`config.mk`:
```
export PLATFORM = sky130hd
export DESIGN_NAME = ram_access_ctrl
export DESIGN_NICKNAME = d
export VERILOG_FILES = /design/src/rtl/ram_access_ctrl.sv
export SDC_FILE = /design/constraint.sdc
export NUM_CORES = 1
export LEC_CHECK = 0
export CORE_MARGIN = 5
export CORE_UTILIZATION = 35
export DETAILED_ROUTE_END_ITERATION = 12
export DONT_BUFFER_PORTS = 1
export PLACE_DENSITY_LB_ADDON = 0.05
export SETUP_SLACK_MARGIN = 0.2
export SYNTH_ARGS = -nofsm -noshare
export SYNTH_HDL_FRONTEND = slang
export SYNTH_SLANG_ARGS = --single-unit
export TNS_END_PERCENT = 20
```
`constraint.sdc`:
```
create_clock -name i_clk -period 7.3 [get_ports i_clk]
set_clock_uncertainty 0.15 [all_clocks]
set_input_delay 1.825 -clock i_clk [delete_from_list [all_inputs] [get_ports i_clk]]
set_output_delay 1.825 -clock i_clk [all_outputs]
set_load 0.005 [all_outputs]
```
`src/rtl/ram_access_ctrl.sv`:
```
// MEM-stage initiator for a word-addressed, async-read, level-write data RAM.
// Handles byte/half/word loads and stores, with read-modify-write for sub-word stores.
module ram_access_ctrl #(
  parameter int DEPTH = 2048,
  parameter int IDX_W = 11
) (
  input  logic        i_clk,
  input  logic        i_rst,
  input  logic        i_req_valid,
  output logic        o_req_ready,
  input  logic        i_req_we,
  input  logic [1:0]  i_req_size,
  input  logic        i_req_signed,
  input  logic [31:0] i_req_addr,
  input  logic [31:0] i_req_wdata,
  output logic        o_resp_valid,
  input  logic        i_resp_ready,
  output logic [31:0] o_resp_rdata,
  output logic        o_resp_err,
  output logic        o_ram_re,
  output logic [31:0] o_ram_raddr,
  input  logic [31:0] i_ram_rdata,
  output logic        o_ram_we,
  output logic [31:0] o_ram_waddr,
  output logic [31:0] o_ram_wdata
);

  localparam logic [32:0] ADDR_LIM = 33'(4 * DEPTH);

  typedef enum logic [2:0] {
    S_IDLE = 3'd0,
    S_RD   = 3'd1,
    S_RMWR = 3'd2,
    S_WR   = 3'd3,
    S_RMWW = 3'd4,
    S_RESP = 3'd5
  } state_t;

  state_t      r_state;
  state_t      w_state_nxt;

  logic [1:0]  r_size;
  logic [1:0]  r_lane;
  logic        r_signed;
  logic [31:0] r_wdata;
  logic        r_req_ready;
  logic        r_resp_valid;
  logic [31:0] r_resp_rdata;
  logic        r_resp_err;
  logic        r_ram_re;
  logic [31:0] r_ram_raddr;
  logic        r_ram_we;
  logic [31:0] r_ram_waddr;
  logic [31:0] r_ram_wdata;

  logic             w_accept;
  logic             w_req_err;
  logic [IDX_W-1:0] w_idx;
  logic [31:0]      w_idx_ext;
  logic             w_ram_re_nxt;
  logic             w_ram_we_nxt;
  logic             w_resp_valid_nxt;
  logic             w_req_ready_nxt;
  logic [31:0]      w_load_data;
  logic [31:0]      w_merged;

  // Selects the addressed lane(s) of a RAM word and sign/zero-extends them.
  function automatic logic [31:0] f_extract(input logic [31:0] word, input logic [1:0] size,
                                            input logic [1:0] lane, input logic sgn);
    logic [31:0] sh;
    sh = word >> {lane, 3'b000};
    case (size)
      2'd0:    f_extract = {{24{sgn & sh[7]}}, sh[7:0]};
      2'd1:    f_extract = {{16{sgn & sh[15]}}, sh[15:0]};
      default: f_extract = word;
    endcase
  endfunction

  function automatic logic [31:0] f_merge(input logic [31:0] old, input logic [31:0] wd,
                                          input logic [1:0] size, input logic [1:0] lane);
    logic [31:0] mask;
    case (size)
      2'd0:    mask = 32'h0000_00FF << {lane, 3'b000};
      2'd1:    mask = 32'h0000_FFFF << {lane, 3'b000};
      default: mask = 32'hFFFF_FFFF;
    endcase
    f_merge = (old & ~mask) | ((wd << {lane, 3'b000}) & mask);
  endfunction

  assign w_accept  = i_req_valid && (r_state == S_IDLE);
  assign w_idx     = i_req_addr[IDX_W+1:2];
  assign w_idx_ext = {{(32-IDX_W){1'b0}}, w_idx};
  assign w_req_err = ((i_req_size == 2'd1) && i_req_addr[0])
                  || ((i_req_size == 2'd2) && (i_req_addr[1:0] != 2'd0))
                  || (i_req_size == 2'd3)
                  || ({1'b0, i_req_addr} >= ADDR_LIM);

  always_ff @(posedge i_clk or posedge i_rst) begin
    if (i_rst) begin
      r_state <= S_IDLE;
    end else begin
      r_state <= w_state_nxt;
    end
  end

  always_comb begin
    w_state_nxt = r_state;
    case (r_state)
      S_IDLE: begin
        if (!w_accept)                 w_state_nxt = S_IDLE;
        else if (w_req_err)            w_state_nxt = S_RESP;
        else if (!i_req_we)            w_state_nxt = S_RD;
        else if (i_req_size == 2'd2)   w_state_nxt = S_WR;
        else                           w_state_nxt = S_RMWR;
      end
      S_RD:   w_state_nxt = S_RESP;
      S_RMWR: w_state_nxt = S_RMWW;
      S_WR:   w_state_nxt = S_RESP;
      S_RMWW: w_state_nxt = S_RESP;
      S_RESP: begin
        if (i_resp_ready) w_state_nxt = S_IDLE;
        else              w_state_nxt = S_RESP;
      end
      default: w_state_nxt = S_IDLE;
    endcase
  end

  // Outputs are decoded from the next state so every RAM strobe comes straight off a flop.
  always_comb begin
    w_ram_re_nxt     = (w_state_nxt == S_RD) || (w_state_nxt == S_RMWR);
    w_ram_we_nxt     = (w_state_nxt == S_WR) || (w_state_nxt == S_RMWW);
    w_resp_valid_nxt = (w_state_nxt == S_RESP);
    w_req_ready_nxt  = (w_state_nxt == S_IDLE);
    w_load_data      = f_extract(i_ram_rdata, r_size, r_lane, r_signed);
    w_merged         = f_merge(i_ram_rdata, r_wdata, r_size, r_lane);
  end

  always_ff @(posedge i_clk or posedge i_rst) begin
    if (i_rst) begin
      r_size       <= 2'd0;
      r_lane       <= 2'd0;
      r_signed     <= 1'b0;
      r_wdata      <= 32'd0;
      r_req_ready  <= 1'b1;
      r_resp_valid <= 1'b0;
      r_resp_rdata <= 32'd0;
      r_resp_err   <= 1'b0;
      r_ram_re     <= 1'b0;
      r_ram_raddr  <= 32'd0;
      r_ram_we     <= 1'b0;
      r_ram_waddr  <= 32'd0;
      r_ram_wdata  <= 32'd0;
    end else begin
      r_ram_re     <= w_ram_re_nxt;
      r_ram_we     <= w_ram_we_nxt;
      r_resp_valid <= w_resp_valid_nxt;
      r_req_ready  <= w_req_ready_nxt;
      if (w_accept) begin
        r_size       <= i_req_size;
        r_lane       <= i_req_addr[1:0];
        r_signed     <= i_req_signed;
        r_wdata      <= i_req_wdata;
        r_resp_err   <= w_req_err;
        r_resp_rdata <= 32'd0;
        r_ram_raddr  <= w_idx_ext;
      end
      // Write address/data move only on the edge that raises ram_we, then hold.
      if (w_accept && (w_state_nxt == S_WR)) begin
        r_ram_waddr <= w_idx_ext;
        r_ram_wdata <= i_req_wdata;
      end
      if (r_state == S_RMWR) begin
        r_ram_waddr <= r_ram_raddr;
        r_ram_wdata <= w_merged;
      end
      if (r_state == S_RD) begin
        r_resp_rdata <= w_load_data;
      end
    end
  end

  assign o_req_ready  = r_req_ready;
  assign o_resp_valid = r_resp_valid;
  assign o_resp_rdata = r_resp_rdata;
  assign o_resp_err   = r_resp_err;
  assign o_ram_re     = r_ram_re;
  assign o_ram_raddr  = r_ram_raddr;
  assign o_ram_we     = r_ram_we;
  assign o_ram_waddr  = r_ram_waddr;
  assign o_ram_wdata  = r_ram_wdata;

endmodule
```
==> results of run 1 <==
==> Yosys cell counts (7+ instances only) <==
master / number / share of area
sky130_fd_sc_hd__dfrtp_1: 130 / 0.45
sky130_fd_sc_hd__nand3_1: 18 / 0.012
sky130_fd_sc_hd__buf_2: 9 / 0.0062
sky130_fd_sc_hd__nand2_1: 168 / 0.086
sky130_fd_sc_hd__a311oi_1: 7 / 0.0084
sky130_fd_sc_hd__nor4_1: 12 / 0.010
sky130_fd_sc_hd__nor2_1: 38 / 0.020
sky130_fd_sc_hd__nand4_1: 20 / 0.017
sky130_fd_sc_hd__o21ai_0: 46 / 0.032
sky130_fd_sc_hd__a211o_1: 7 / 0.0084
sky130_fd_sc_hd__a41oi_1: 9 / 0.011
sky130_fd_sc_hd__o31ai_1: 28 / 0.029
sky130_fd_sc_hd__buf_4: 42 / 0.043
sky130_fd_sc_hd__mux4_2: 9 / 0.028
sky130_fd_sc_hd__a211oi_1: 8 / 0.0082
sky130_fd_sc_hd__a22oi_1: 33 / 0.034
sky130_fd_sc_hd__a2bb2oi_1: 13 / 0.016
sky130_fd_sc_hd__a31oi_1: 33 / 0.028
sky130_fd_sc_hd__o2bb2ai_1: 7 / 0.0084
sky130_fd_sc_hd__nor3b_1: 10 / 0.010
sky130_fd_sc_hd__clkbuf_1: 58 / 0.030
sky130_fd_sc_hd__mux2i_1: 35 / 0.048
sky130_fd_sc_hd__o22ai_1: 7 / 0.0060
==> power breakdown <==
part / leakage [nW] / internal [mW] / total, mW / switching (mW)
sequential: 1.61 / 0.946 / 1.19 / 0.246
clock: 0.312 / 0.605 / 0.928 / 0.322
combinational: 1.47 / 0.400 / 1.00 / 0.603
total: 3.39 / 1.95 / 3.12 / 1.17
==> layout make-up <==
class                      count  share of cell area
tap                          270              0.0425
clock inverter                 9              0.0191
clock buffer                  22              0.0610
timing repair buffer          14              0.0132
sequential                   131               0.413
inverter                       4             0.00252
multi-input combinational    588               0.449
==> per-layer routing <==
layer	vias to the layer above	GRT usage	share of wire
met5	-	0	0
met4	0	0.0463	0.011
met3	16	0.0886	0.12
met2	291	0.316	0.44
met1	3052	0.298	0.43
li1	2742	-	-
==> final timing paths <==
| check | endpoint | startpoint | cells past startpoint |
|---|---|---|---|
| max in group asynchronous | r_lane[0] | i_rst | 2 |
| min in group asynchronous | o_ram_raddr[4] | i_rst | 1 |
| hold / removal | r_wdata[24] | r_wdata[24] | 2 |
| setup reg to reg | o_ram_waddr[4] | r_state[2] | 6 |
| setup / recovery | o_ram_waddr[4] | i_req_valid | 6 |
| hold reg to reg | r_wdata[24] | r_wdata[24] | 2 |
==> stage by stage <==
step | power, mW | hold WS, ns | util
CTS | 3.15 | 0.337 | 0.390
global route | 3.32 | 0.364 | 0.390
global placement | 2.18 | 0.321 | 0.359
finish | 3.12 | 0.331 | 0.390
detailed placement | 2.21 | 0.322 | 0.359
floorplan | 1.94 | 0.291 | -
==> critical path, stage by stage <==
cell,delay [ns]
sky130_fd_sc_hd__or4b_2,0.59
sky130_fd_sc_hd__buf_4,0.37
sky130_fd_sc_hd__nor4_4,0.84
sky130_fd_sc_hd__buf_4,0.41
sky130_fd_sc_hd__nand4_1,0.14
sky130_fd_sc_hd__a31oi_1,0.22
==> kinds of logic (layout without fill, tap and decap cells) <==
group	Yosys count	count (layout)
other cells	1	42
simple gates	284	284
buf+inv	121	49
flops	131	131
mux	52	52
compound gates	210	210
==> sequential cells by signal, summed over array words and instances (netlist names) <==
signal        count
o_ram_raddr      11
o_ram_re          1
o_ram_waddr      11
o_ram_wdata      32
o_ram_we          1
o_req_ready       1
o_resp_err        1
o_resp_rdata     32
o_resp_valid      1
r_lane            2
r_signed          1
r_size            2
r_state           3
r_wdata          32
==> out/qor.log, run 1 <==
qor: placement.gp_congestion 0.834
qor: synth.synth_compound_gate_area_share 0.201
qor: drt.drtPass1Iterations 5
qor: setup_path.r2r_setup_slack 3.87 ns
qor: synth.synth_cell_type_count 51
qor: cells_and_area.ff_latch_area 3280 um^2
qor: cells_and_area.share_of_final_layout_standard_cells_stronger_than_drive_strength_1 0.0911
qor: synth.synth_simple_gate_area_share 0.175
qor: drt.drt.antenna.violating_nets 0
qor: sta.layout_worst_path_cycle_share 0.582
qor: power_and_ir_drop.peakVddDrop 0.143 mV
qor: job.drv.max_cap_violation_count 0
qor: setup_path.critical_path_required 7.47 ns
qor: clocking.tritoncts.num_buffers 17
qor: floorplanning.die_area 23900 um^2
qor: floorplanning.chipHeight 154 um
qor: sta.setup_slack 3.05 ns
qor: cells_and_area.commonest_cells_after_routing_fill_and_taps_aside 167 x sky130_fd_sc_hd__nand2_1, 129 x sky130_fd_sc_hd__dfrtp_1, 46 x sky130_fd_sc_hd__o21ai_0
qor: cells_and_area.nFillCells 2025
qor: synth.synth_xor_area_frac 0
qor: sta.max_slew_margin 0.186
qor: cells_and_area.multi_input_area 3560 um^2
qor: synth.synth_warnings 0
qor: clocking.clk_transition_reported_paths 0.06 ns
qor: grt.number_of_global_route_vias_before_repair 5824
qor: cells_and_area.insertedDiodeCount 0
qor: outcome.status completed
qor: floorplanning.top_level_ports 237
qor: grt.grt_resource_usage_total 0.215
qor: clocking.cts_sinks 131
qor: drt.detail_route.wirelength 26.3 mm
qor: setup_path.worstSetupStartpointType primary input
qor: cells_and_area.count_of_nets_after_finishing 860
qor: placement.port_buffers 0
qor: synth.synthAdderAreaFrac 0
qor: drt.initialDrtViolationCount 484
qor: synth.async_reset_ff_frac 1.00
qor: drt.detail_route.wl_per_cell 25.3 um
qor: grt.grt_pass1_wl 39.0 mm
qor: floorplanning.placeable_core_region 20400 um^2
qor: placement.placedCellCount 1007
qor: sta.report.final.slew_viol_count 0
qor: drt.vias_per_cell 5.88
qor: synth.synth_seq_area_share 0.449
qor: power_and_ir_drop.static_leakage_power 3.39 nW
qor: cells_and_area.flow.area_growth_from_synthesis 8.72%
qor: synth.fraction_of_synthesized_area_in_multiplexers 0.0880
qor: sta.final_hold_vios 0
qor: sta.max_freq 235 MHz
qor: sta.layout_min_cycle_time 4.25 ns
qor: sta.slew_worst_pin 1.22 ns
qor: grt.antenna_found_initial 1
qor: worst_hold_path.worst_hold_path_type flop to flop
qor: sta.final-setup-viol-count 0
qor: sta.totalNegativeSetupSlack 0 ns
qor: clocking.clock_path_buffers 2
qor: floorplanning.fp-row-count 52
qor: clocking.cts_tree done
qor: drt.detail_route.drc_violations 0
qor: clocking.post_cts_resized 0
qor: power_and_ir_drop.power_per_cell_area 393 nW/um^2
qor: setup_path.worst-setup-path-type primary input to flop
qor: grt.largest_net_degree_at_the_start_of_global_routing 80
qor: setup_path.critical_path.endpoint_type flop
qor: setup_path.crit_fanout 61
qor: floorplanning.floorplan.initialDensity 0.359
qor: clocking.cts-hold-fix-buffers 0
qor: cells_and_area.final-instance-count-excl-fill 1038
qor: grt.congestion_overflow_gr 0
qor: placement.place_worst_setup_slack 2.66 ns
qor: clocking.htreeDepth 4
qor: drt.detailroute.via_count 6101
qor: synth.synth_edf_count 0
qor: clocking.clock_tree_root_driver_cell sky130_fd_sc_hd__clkbuf_16
qor: floorplanning.chipWidth 154 um
qor: synth.syn_area 7310 um^2
qor: synth.synth-main-ff-cell sky130_fd_sc_hd__dfrtp_1
qor: setup_path.cp_data_arrival_time 4.42 ns
qor: placement.place_hpwl 18.8 mm
qor: placement.placement.cell_area 7310 um^2
qor: synth.syn_area_per_cell 9.15 um^2
qor: clocking.clock_latency 0.41 ns
qor: sta.rsz_0062_raised_after_global_routing no
qor: synth.synth_top_family_by_area compound AO/OA/AOI/OAI gates
qor: synth.synth_seq_cells 131
qor: synth.synthCells 799
qor: cells_and_area.finish.instance_area 7940 um^2
qor: clocking.post-cts-setup-buffer-count 0
qor: cells_and_area.mostFrequentLayoutCell sky130_fd_sc_hd__nand2_1
(Power assumes the default switching activity.)
==> run 2: changes to the inputs <==
Clock period 7.3 ns to 3.7 ns, I/O delays scaled along.
==> run 2 against run 1 <==
Net effect:
- sequential power grew 99%
- first-iteration DRC count fell by 23%
- design area grew 0.83%
- clock power rose by 85%
- via count is 1.3% higher
- cell count increased by 1.3%
- clock-buffer cell count is 4 lower
- sequential share of layout area fell by 0.34 points
- register-to-register slack worse by 3.0 ns
- total power increased by 96%
- die area is the same
==> out/qor.log, run 2 (synthesized netlist as in run 1, its figures left out) <==
qor: outcome.status completed
qor: setup_path.critical_path.max_stage_delay 0.71 ns [-0.13 ns]
qor: sta.report.final.slew_viol_count 0 [unchanged]
qor: clocking.cts_tree done
qor: setup_path.cpLargestDelayFamily simple AND/OR/NAND/NOR gates
qor: grt.antenna_found_initial 2 [+1]
qor: floorplanning.fp-row-count 52 [unchanged]
qor: sta.max_freq 355 MHz
qor: clocking.clk_transition_reported_paths 0.06 ns [about the same]
qor: clocking.clock_latency 0.43 ns [+0.02 ns]
qor: setup_path.worst-setup-path-type flop to flop
qor: clocking.htreeDepth 4 [unchanged]
qor: sta.layout_worst_path_cycle_share 0.761
qor: sta.final_hold_vios 0 [unchanged]
qor: sta.slew_worst_pin 1.17 ns [-0.0506 ns]
qor: cells_and_area.commonest_cells_after_routing_fill_and_taps_aside 167 x sky130_fd_sc_hd__nand2_1, 129 x sky130_fd_sc_hd__dfrtp_1, 46 x sky130_fd_sc_hd__o21ai_0
qor: setup_path.critical_path_required 3.85 ns [-3.62 ns]
qor: cells_and_area.utilization 0.393 [+0.00326]
qor: floorplanning.chipWidth 154 um [unchanged]
qor: grt.number_of_global_route_vias_before_repair 6018 [+3.3%]
qor: grt.congestion_overflow_gr 0 [unchanged]
qor: grt.largest_net_degree_at_the_start_of_global_routing 76 [-5.0%]
qor: drt.detail_route.drc_violations 0 [unchanged]
qor: power_and_ir_drop.power_per_cell_area 764 nW/um^2 [+94%]
qor: setup_path.crit_fanout 9 [-85%]
qor: floorplanning.floorplan.initialDensity 0.359 [unchanged]
qor: floorplanning.chipHeight 154 um [unchanged]
qor: cells_and_area.insertedDiodeCount 0 [unchanged]
qor: grt.grt_resource_usage_total 0.217 [+0.00277]
qor: placement.place_hpwl 19.3 mm [+2.6%]
qor: cells_and_area.mostFrequentLayoutCell sky130_fd_sc_hd__nand2_1
qor: floorplanning.placeable_core_region 20400 um^2 [unchanged]
qor: setup_path.timing.critical_path.slowest_stage_cell sky130_fd_sc_hd__or4b_2
qor: clocking.tritoncts.num_buffers 17 [unchanged]
qor: clocking.post_cts_resized 0 [unchanged]
qor: sta.layout_min_cycle_time 2.81 ns
qor: floorplanning.die_area 23900 um^2 [unchanged]
qor: drt.detailroute.via_count 6183 [+1.3%]
qor: worst_hold_path.worst_hold_path_type flop to flop
qor: clocking.clock_path_buffers 2 [unchanged]
qor: drt.initialDrtViolationCount 372 [-23%]
qor: clocking.post-cts-setup-buffer-count 0 [unchanged]
qor: sta.final-setup-viol-count 0 [unchanged]
qor: power_and_ir_drop.peakVddDrop 0.359 mV [+150%]
qor: setup_path.cp_data_arrival_time 2.97 ns [-1.45 ns]
qor: placement.port_buffers 0 [unchanged]
qor: grt.grt_pass1_wl 39.8 mm [+1.8%]
qor: clocking.cts_sinks 131 [unchanged]
qor: sta.totalNegativeSetupSlack 0 ns [unchanged]
qor: floorplanning.top_level_ports 237 [unchanged]
qor: placement.gp_congestion 0.827 [-0.82%]
qor: sta.max_slew_margin 0.218 [+0.0325]
qor: drt.detail_route.wirelength 26.5 mm [+0.88%]
qor: setup_path.number_of_buffer_and_inverter_stages_on_the_critical_path 0 [-2]
qor: clocking.cts-hold-fix-buffers 0 [unchanged]
qor: setup_path.worstSetupStartpointType flop
qor: cells_and_area.share_of_final_layout_standard_cells_stronger_than_drive_strength_1 0.107 [+0.0163]
qor: power_and_ir_drop.static_leakage_power 3.43 nW [+1.2%]
qor: sta.rsz_0062_raised_after_global_routing no
qor: cells_and_area.nFillCells 2038 [+0.64%]
qor: drt.drt.antenna.violating_nets 0 [unchanged]
qor: cells_and_area.count_of_nets_after_finishing 873 [+1.5%]
qor: job.drv.max_cap_violation_count 0 [unchanged]
qor: drt.drtPass1Iterations 7 [+2]
qor: setup_path.crit_chain or4b_2 -> or4_4 -> o31ai_4 -> mux2_2
qor: clocking.clock_tree_root_driver_cell sky130_fd_sc_hd__clkbuf_16
qor: drt.detail_route.wl_per_cell 25.2 um [-0.46%]
qor: drt.vias_per_cell 5.88 [about the same]
qor: cells_and_area.flow.area_growth_from_synthesis 9.62%
qor: setup_path.critical_path.endpoint_type flop
==> run 2: final cells by class <==
cell class	instances	area (um^2)	area share
tap	270	338	0.0422
multi-input combinational	588	3560	0.445
sequential	131	3280	0.410
clock inverter	14	164	0.0205
clock buffer	18	429	0.0536
timing repair buffer	27	215	0.0269
inverter	4	18.8	0.00234
==> run 2: per-stage QoR <==
stage          setup WS (ns)  hold slack [ns]  area, um^2  power (mW)  cells
3_5_place_dp           0.519            0.326        7420        4.41   1020
2_1_floorplan          0.688            0.291        7460        3.82    840
5_1_grt                0.808            0.361        8010        6.51   1052
4_1_cts                0.862            0.341        8010        6.15   1052
6_report               0.885            0.339        8010        6.12   1052
3_3_place_gp           0.544            0.320        7420        4.35   1020
==> run 2: power breakdown <==
part | switching [mW] | internal, mW | leakage, nW | total (mW)
logic | 1.20 | 0.828 | 1.54 | 2.03
clock network | 0.670 | 1.05 | 0.285 | 1.72
registers | 0.501 | 1.86 | 1.61 | 2.37
==> run 2: worst reg2reg max path: cells and delay by family (launching register included) <==
family	cells	cell delay (ns)
AOI/OAI and AO/OA	1	0.51
DFF	1	0.46
muxes	1	0.41
and+or+nand+nor	2	1.17
==> run 2: final timing paths <==
| kind | cells after the start | endpoint | start | slack (ns) |
|---|---|---|---|---|
| worst max register to register | 4 | o_ram_wdata[27] | r_state[2] | 0.89 |
| worst min register to register | 2 | r_wdata[24] | r_wdata[24] | 0.34 |
| worst max-delay path | 4 | o_ram_wdata[27] | r_state[2] | 0.89 |
| worst min-delay path | 2 | r_wdata[24] | r_wdata[24] | 0.34 |
| min in group asynchronous | 1 | o_resp_rdata[6] | i_rst | 0.38 |
| max in group asynchronous | 2 | r_wdata[20] | i_rst | 2.16 |
==> run 2: per-layer routing <==
metal,vias to the layer above,track usage,share of wire
met1,3033,0.300,0.42
li1,2780,-,-
met4,2,0.0627,0.018
met5,-,0,0.00030
met2,333,0.315,0.44
met3,35,0.0880,0.12
